File: config.mk
export PLATFORM = sky130hd
export DESIGN_NAME = lstm_fwd_ctrl
export DESIGN_NICKNAME = d
export VERILOG_FILES = /design/src/rtl/lstm_pkg.sv /design/src/rtl/lstm_phase_cnt.sv /design/src/rtl/lstm_fwd_ctrl.sv
export SDC_FILE = /design/constraint.sdc
export NUM_CORES = 1
export LEC_CHECK = 0
export CORE_MARGIN = 1
export CORE_UTILIZATION = 54
export CTS_CLUSTER_SIZE = 40
export DETAILED_ROUTE_END_ITERATION = 12
export GPL_TIMING_DRIVEN = 0
export PLACE_DENSITY = 0.78
export SETUP_SLACK_MARGIN = 0.3
export SYNTH_ARGS = -nofsm -noshare
export SYNTH_HDL_FRONTEND = slang
export SYNTH_SLANG_ARGS = --single-unit
export TNS_END_PERCENT = 50
File: constraint.sdc
create_clock -name clk -period 2.82 [get_ports clk]
set_input_delay 0.705 -clock clk [delete_from_list [all_inputs] [get_ports clk]]
set_output_delay 0.705 -clock clk [all_outputs]
set_load 0.03 [all_outputs]
File: src/rtl/lstm_pkg.sv
// Shared LSTM definitions: FSM state encoding and default layer dimensions,
// used by the forward sequencer and the address generators.
package lstm_pkg;

  localparam logic [2:0] ST_IDLE  = 3'd0;
  localparam logic [2:0] ST_MAC_X = 3'd1;
  localparam logic [2:0] ST_MAC_H = 3'd2;
  localparam logic [2:0] ST_DRAIN = 3'd3;
  localparam logic [2:0] ST_ACT   = 3'd4;
  localparam logic [2:0] ST_WRITE = 3'd5;
  localparam logic [2:0] ST_DONE  = 3'd6;

  typedef enum logic [2:0] {
    S_IDLE  = ST_IDLE,
    S_MAC_X = ST_MAC_X,
    S_MAC_H = ST_MAC_H,
    S_DRAIN = ST_DRAIN,
    S_ACT   = ST_ACT,
    S_WRITE = ST_WRITE,
    S_DONE  = ST_DONE
  } fwd_state_e;

  localparam int DEF_NUM_CELL  = 53;
  localparam int DEF_NUM_INPUT = 53;
  localparam int DEF_TIMESTEP  = 7;
  localparam int DEF_DELAY     = 2;
  localparam int DEF_ACT_LAT   = 3;
  localparam int DEF_CNT_WIDTH = 12;

endpackage

File: src/rtl/lstm_phase_cnt.sv
// Loadable down-counter with terminal-count flag; hold freezes it entirely,
// taking priority over load.
module lstm_phase_cnt #(
  parameter int W = 12
) (
  input  logic         clk,
  input  logic         rst_n,
  input  logic         hold,
  input  logic         load,
  input  logic [W-1:0] load_val,
  output logic [W-1:0] cnt,
  output logic         tc
);

  // NOTE: sequential state uses non-blocking assignments so every flop
  // samples pre-edge values, independent of process evaluation order.
  always_ff @(posedge clk or negedge rst_n) begin
    if (!rst_n) begin
      cnt <= '0;
    end else if (!hold) begin
      if (load)             cnt <= load_val;
      else if (cnt != '0)   cnt <= cnt - 1'b1;
    end
  end

  assign tc = (cnt == '0);

endmodule

File: src/rtl/lstm_fwd_ctrl.sv
// LSTM forward-pass sequencer: walks cells x timesteps through MAC_X, MAC_H,
// DRAIN, ACT, WRITE. Optional stall input enabled by LSTM_FWD_CTRL_STALL_EN.
module lstm_fwd_ctrl
  import lstm_pkg::*;
#(
  parameter int NUM_CELL  = DEF_NUM_CELL,
  parameter int NUM_INPUT = DEF_NUM_INPUT,
  parameter int TIMESTEP  = DEF_TIMESTEP,
  parameter int DELAY     = DEF_DELAY,
  parameter int ACT_LAT   = DEF_ACT_LAT,
  parameter int CNT_WIDTH = DEF_CNT_WIDTH
) (
  input  logic                 clk,
  input  logic                 rst_n,
  input  logic                 start,
`ifdef LSTM_FWD_CTRL_STALL_EN
  input  logic                 i_stall,
`endif
  output logic                 o_busy,
  output logic                 o_done,
  output logic                 o_en_x,
  output logic                 o_en_h,
  output logic                 o_acc_clr,
  output logic                 o_act_en,
  output logic                 o_wr_en,
  output logic [CNT_WIDTH-1:0] o_cell,
  output logic [CNT_WIDTH-1:0] o_tstep
);

  localparam logic [CNT_WIDTH-1:0] LEN_X     = CNT_WIDTH'(NUM_INPUT - 1);
  localparam logic [CNT_WIDTH-1:0] LEN_H     = CNT_WIDTH'(NUM_CELL - 1);
  localparam logic [CNT_WIDTH-1:0] LEN_D     = CNT_WIDTH'(DELAY - 1);
  localparam logic [CNT_WIDTH-1:0] LEN_A     = CNT_WIDTH'(ACT_LAT - 1);
  localparam logic [CNT_WIDTH-1:0] LAST_CELL = CNT_WIDTH'(NUM_CELL - 1);
  localparam logic [CNT_WIDTH-1:0] LAST_TS   = CNT_WIDTH'(TIMESTEP - 1);

  fwd_state_e           state, next_state;
  logic                 stall;
  logic                 cnt_load, cnt_tc;
  logic [CNT_WIDTH-1:0] cnt_val, cnt_load_val;
  logic [CNT_WIDTH-1:0] cell_q, tstep_q;
  logic                 last_cell, last_ts;

`ifdef LSTM_FWD_CTRL_STALL_EN
  assign stall = i_stall;
`else
  assign stall = 1'b0;
`endif

  assign last_cell = (cell_q == LAST_CELL);
  assign last_ts   = (tstep_q == LAST_TS);

  always_ff @(posedge clk or negedge rst_n) begin
    if (!rst_n) state <= S_IDLE;
    else        state <= next_state;
  end

  // NOTE: every always_comb output gets a default first, so no path through
  // the case statement can leave a variable unassigned and infer a latch.
  always_comb begin
    next_state   = state;
    cnt_load     = 1'b0;
    cnt_load_val = '0;
    case (state)
      S_IDLE:  if (start)  next_state = S_MAC_X;
      S_MAC_X: if (cnt_tc) next_state = (tstep_q != '0) ? S_MAC_H : S_DRAIN;
      S_MAC_H: if (cnt_tc) next_state = S_DRAIN;
      S_DRAIN: if (cnt_tc) next_state = S_ACT;
      S_ACT:   if (cnt_tc) next_state = S_WRITE;
      S_WRITE: next_state = (last_cell && last_ts) ? S_DONE : S_MAC_X;
      S_DONE:  next_state = S_IDLE;
      default: next_state = S_IDLE;
    endcase
    if (stall) next_state = state;

    // Each phase starts at length-1 and ends on terminal count.
    cnt_load = (next_state != state);
    case (next_state)
      S_MAC_X: cnt_load_val = LEN_X;
      S_MAC_H: cnt_load_val = LEN_H;
      S_DRAIN: cnt_load_val = LEN_D;
      S_ACT:   cnt_load_val = LEN_A;
      default: cnt_load_val = '0;
    endcase
  end

  lstm_phase_cnt #(.W(CNT_WIDTH)) u_phase_cnt (
    .clk      (clk),
    .rst_n    (rst_n),
    .hold     (stall),
    .load     (cnt_load),
    .load_val (cnt_load_val),
    .cnt      (cnt_val),
    .tc       (cnt_tc)
  );

  always_ff @(posedge clk or negedge rst_n) begin
    if (!rst_n) begin
      cell_q  <= '0;
      tstep_q <= '0;
    end else if (!stall) begin
      if (state == S_IDLE && start) begin
        cell_q  <= '0;
        tstep_q <= '0;
      end else if (state == S_WRITE) begin
        if (!last_cell) begin
          cell_q <= cell_q + 1'b1;
        end else if (!last_ts) begin
          cell_q  <= '0;
          tstep_q <= tstep_q + 1'b1;
        end
      end
    end
  end

  assign o_busy    = (state != S_IDLE) && (state != S_DONE);
  assign o_done    = (state == S_DONE);
  assign o_en_x    = (state == S_MAC_X) && !stall;
  assign o_en_h    = (state == S_MAC_H) && !stall;
  assign o_acc_clr = (state == S_MAC_X) && (cnt_val == LEN_X) && !stall;
  assign o_act_en  = (state == S_ACT) && (cnt_val == LEN_A) && !stall;
  assign o_wr_en   = (state == S_WRITE) && !stall;
  assign o_cell    = cell_q;
  assign o_tstep   = tstep_q;

endmodule

Word-level counts from Yosys, hierarchy flattened
Cells that the tools add are included.
{ "totals": {"output_inout_bits": 31, "regBits": 39} }
{ "op_classes": {"reduce_logical": 16, "n_eq_ne": 18, "addsub": 3, "n_mux": 19} }
{ "op_table": {"columns": ["operator", "count"], "rows": [
  ["two-way mux 12 bit", 10],
  ["adder 12 x 1 -> 12 bit, second input constant", 2],
  ["== test 12 x 6 -> 1 bit, second input constant", 2],
  ["nonzero test 12 bit", 2],
  ["two-way mux 3 bit", 6],
  ["one-hot mux 3 bit (6 select lines)", 1],
  ["one-hot mux 6 bit (3 select lines)", 1],
  ["== test 12 x 2 -> 1 bit, second input constant", 1],
  ["== test 12 x 3 -> 1 bit, second input constant", 1],
  ["== test 3 x 2 -> 1 bit, second input constant", 4],
  ["== test 3 bit, second input constant", 4],
  ["zero test 12 bit", 1],
  ["subtractor 12 x 1 -> 12 bit, second input constant", 1],
  ["== test 3 x 1 -> 1 bit, second input constant", 2],
  ["nonzero test 2 bit", 3],
  ["logical AND 1 bit", 5],
  ["zero test 3 bit", 1],
  ["inequality test 3 x 2 -> 1 bit, second input constant", 1],
  ["inequality test 3 bit", 1],
  ["inequality test 3 bit, second input constant", 1],
  ["AND reduction 3 bit", 1],
  ["nonzero test 3 bit", 1],
  ["inequality test 2 x 1 -> 1 bit, second input constant", 1],
  ["AND reduction 2 bit", 1],
  ["2 further kinds", 2]
]} }

Depth between registers and ports, before layout
{ "depth": {"ltp_word": 8, "ltp_mapped": 10, "depth_no_buf": 8} }

Hierarchy
From an unflattened synthesis, not the netlist that was laid out.
{ "unflattened": {"hier_cells": 299, "hier_area_um2": 2585.0} }
{ "by_module_without_submodules": {"columns": ["module", "n_inst", "cells_each", "area_per_inst_um2", "seq_area_each_um2"], "rows": [
  ["lstm_fwd_ctrl", 1, 206, 1776.7, 675.6],
  ["lstm_phase_cnt", 1, 93, 808.3, 300.3]
]} }

Least setup slack after synthesis
Ideal clock, no wire load.
{ "synth_path": {"path_kind": "register to output", "from": "register u_phase_cnt.cnt[9]", "to": "output o_act_en", "arrival_ps": 2222, "required_time_ps": 2115, "stages_incl_launch_ff": 4, "slack_ps": -107, "cell_sequence": "dfrtp_1 > or4_4 > or2_2 > nor4_1"} }
{ "synth_between": {"elab_chain_cells": 2} }
{ "synth_rtl": {"columns": ["item", "line", "text"], "rows": [
  ["start, declared", "lstm_phase_cnt.sv:11", "output logic [W-1:0] cnt,"],
  ["start signal, assigned", "lstm_phase_cnt.sv:21", "if (load) cnt <= load_val;"],
  ["start signal, assigned", "lstm_phase_cnt.sv:22", "else if (cnt != '0) cnt <= cnt - 1'b1;"],
  ["== test 12 x 2 -> 1 bit", "lstm_fwd_ctrl.sv:121", "assign o_act_en = (state == S_ACT) && (cnt_val == LEN_A) && !stall;"],
  ["logical AND 1 bit", "lstm_fwd_ctrl.sv:121", null],
  ["end, declared", "lstm_fwd_ctrl.sv:24", "output logic o_act_en,"]
]} }
No other way between the ends.

Final worst setup path
{ "layout_path": {"from": "register u_phase_cnt.cnt[8]", "to": "output o_act_en"} }
Same word-level chain as after synthesis.

==> results.yml <==
yosys:
  ys_types: 45
  synth_xor_area_frac: 0.125
  synth_top_area_share: 0.420
  synth_seq_cells: 39
  yosysSeqAreaShare: 0.420
  synthMuxAreaShare: 0.00916
  postSynthAreaPerCell_um2: 9.83
  synth_compound_area_frac: 0.0744
  synthCells: 236
  synthArstFlopShare: 1.00
  synth-adder-area-share: 0.0431
  synth_area_leaders: "dfrtp_1 42%, xor2_1 7.2%, nor2_1 5.8%"
  synthTopCellsByCount: "39 x dfrtp_1, 36 x nor2_1, 19 x xor2_1"
  synth_top_cell_by_area: "dfrtp_1"
  synth_warnings: 0
  syn_nets: 247
  synthSimpleGateAreaFrac: 0.295
  synthesis.area_mm2: 0.00232
  synth-edff-count: 0
  synth_top_family_by_area: "simple AND/OR/NAND/NOR gates"
  ys.flop_type: "dfrtp_1"
  yosysMostFrequentCell: "dfrtp_1"
power_and_ir_drop:
  power_density_mw_per_mm2: 841
  p_leak_nw: 1.37
  peakVddDrop_mv: 0.461
final_layout:
  layout.nets: 304
  final_area_mm2: 0.00305
  finalNonFillerCells: 344
  diodes: 0
  fin_util: 0.752
  multi_input_area_mm2: 0.00137
  syn2layout_area_growth_pct: 31.4
  final-seq-area_um2: 976
  fill_cells: 272
  drive_gt1_frac: 0.211
worst_hold_path:
  hold_path_class: "in2async"
critical_path:
  cp-startpoint: "u_phase_cnt.cnt[8]"
  crit_path_max_fanout: 3
  cp_slowest_cell: "or4_4"
  required_ns: 2.12
  end_kind: "primary output"
  cp_cell_sequence: "or4_4 -> or2_4 -> nor4_4 -> buf_6"
  cp-start-kind: "register"
  arrival_ns: 1.84
  r2r_start: "u_phase_cnt.cnt[8]"
  critPathTopFamily: "simple AND/OR/NAND/NOR gates"
  path_buf_inv: 1
  worstSetupPathType: "reg2out"
  max_stage_delay_ns: 0.55
place:
  io_buffers: 33
  dp.cells: 319
  gp_congestion: 0.768
  dp_hpwl_um: 3490
  place_area_mm2: 0.00272
timing:
  period_share: 0.901
  finalHoldViolations: 0
  slew_headroom: 0.434
  finalCriticalPeriod_ns: 2.54
  fin_skew_ns: 0.0119
  fmax_mhz: 393
  finalSetupViolCount: 0
  grt_setup_unrepaired: "yes"
  slew_violations: 0
  setup_tns_ns: 0
  tightest_slew_ns: 0.849
  holdWs_ns: 0.503
floorplan:
  initial_core_util: 0.572
  num_rows: 23
  die_area_mm2: 0.00456
  core_area_mm2: 0.00406
  die_h_um: 67.6
  die_w_um: 67.6
  ios: 34
routing:
  antenna_left: 0
  first_iter_violations: 148
  vias: 1950
  via_per_inst: 5.67
  drt_first_pass_iters: 4
  drt_wl_total_um: 5240
  post_drt_wl_per_cell_um: 15.2
  drc: 0
clocking:
  cts.sinks: 39
  clockBufferDepth: 2
  h-tree-depth: 2
  clkTransAtPathRegs_ns: 0.08
  cts_buffers: 5
  cts_hold_buf: 0
  root_buffer: "clkbuf_8"
  cts_tree: "built"
  worst_skew_pair.late_latency_ns: 0.30
grt:
  grt_pass1_wl_um: 8160
  grt-ovfl-total: 0
  antenna_found_initial: 0
  grt_pass1_vias: 1752
  grt_max_degree: 40
  grt_use_total: 0.242
status:
  status: "finished clean"
run:
  maxCapViolCount: 0
[repair_timing]
item / in CTS / in global routing
setup buffers: 2 / 15
endpoints found under the setup margin: 35 / 28
resized for setup: 22 / 25
pin swaps: 1 / 14
[path summary, 6_finish.rpt]
path | endpoint | slack [ns] | cells after the start
worst min register to register | u_phase_cnt.cnt[9] | 0.56 | 2
worst max-delay path | o_act_en | 0.28 | 4
min in group clk | u_phase_cnt.cnt[9] | 0.56 | 2
worst min-delay path | o_cell[2] | 0.50 | 1
worst max register to register | u_phase_cnt.cnt[4] | 0.34 | 8
max in group asynchronous | o_tstep[6] | 1.76 | 1
[area by class of cell]
| type | count | share of cell area |
|---|---|---|
| well taps | 50 | 0.0205 |
| flip-flops and latches | 39 | 0.320 |
| multi-input cells | 180 | 0.449 |
| repair buffers | 50 | 0.151 |
| clock inverters | 2 | 0.00410 |
| inverters | 8 | 0.00984 |
| plain buffers | 9 | 0.0213 |
| clock buffers | 6 | 0.0238 |
[power breakdown]
part / switching, W / total [W] / internal (W)
logic: 0.000700 / 0.00131 / 0.000615
registers: 0.000168 / 0.000874 / 0.000706
clock network: 0.000203 / 0.000376 / 0.000173
[kinds of logic (layout without fill, tap and decap cells)]
family / after synthesis / in the layout
compound gates: 16 / 16
xor+xnor: 33 / 33
fa+ha+maj: 8 / 8
buf+inv: 17 / 75
flops: 39 / 39
mux: 2 / 2
simple gates: 121 / 121
[sequential cells by signal (all words and copies together) (netlist names)]
register	flops
u_phase_cnt.cnt	12
state	3
o_cell	12
o_tstep	12
[cells in the final DEF, fill, tap and decap left out, types with 6 or more instances in the layout]
| cell | netlist | routed |
|---|---|---|
| dfrtp_1 | 39 | 39 |
| nor2_1 | 36 | 36 |
| clkdlybuf4s50_1 | 0 | 25 |
| xor2_1 | 19 | 19 |
| buf_4 | 0 | 17 |
| nand2_1 | 14 | 14 |
| nand4_1 | 12 | 12 |
| xnor2_1 | 14 | 12 |
| nand3_1 | 9 | 9 |
| inv_1 | 8 | 8 |
| ha_1 | 8 | 8 |
| nor3_1 | 8 | 7 |
| and3_1 | 7 | 7 |
| or4_4 | 4 | 6 |
[metal layers]
metal  global-route usage  share of wire
met1                0.328           0.47
met2                0.371           0.47
met3               0.0456          0.043
met4                0.112          0.013
met5                    0              0
[through the flow]
step	total power, W	setup slack [ns]
global route	0.00273	0.191
global placement	0.00192	-0.174
CTS	0.00236	0.146
finish	0.00256	0.278
floorplan	0.00163	0.211
detailed placement	0.00195	-0.236
(Power assumes the default switching activity.)
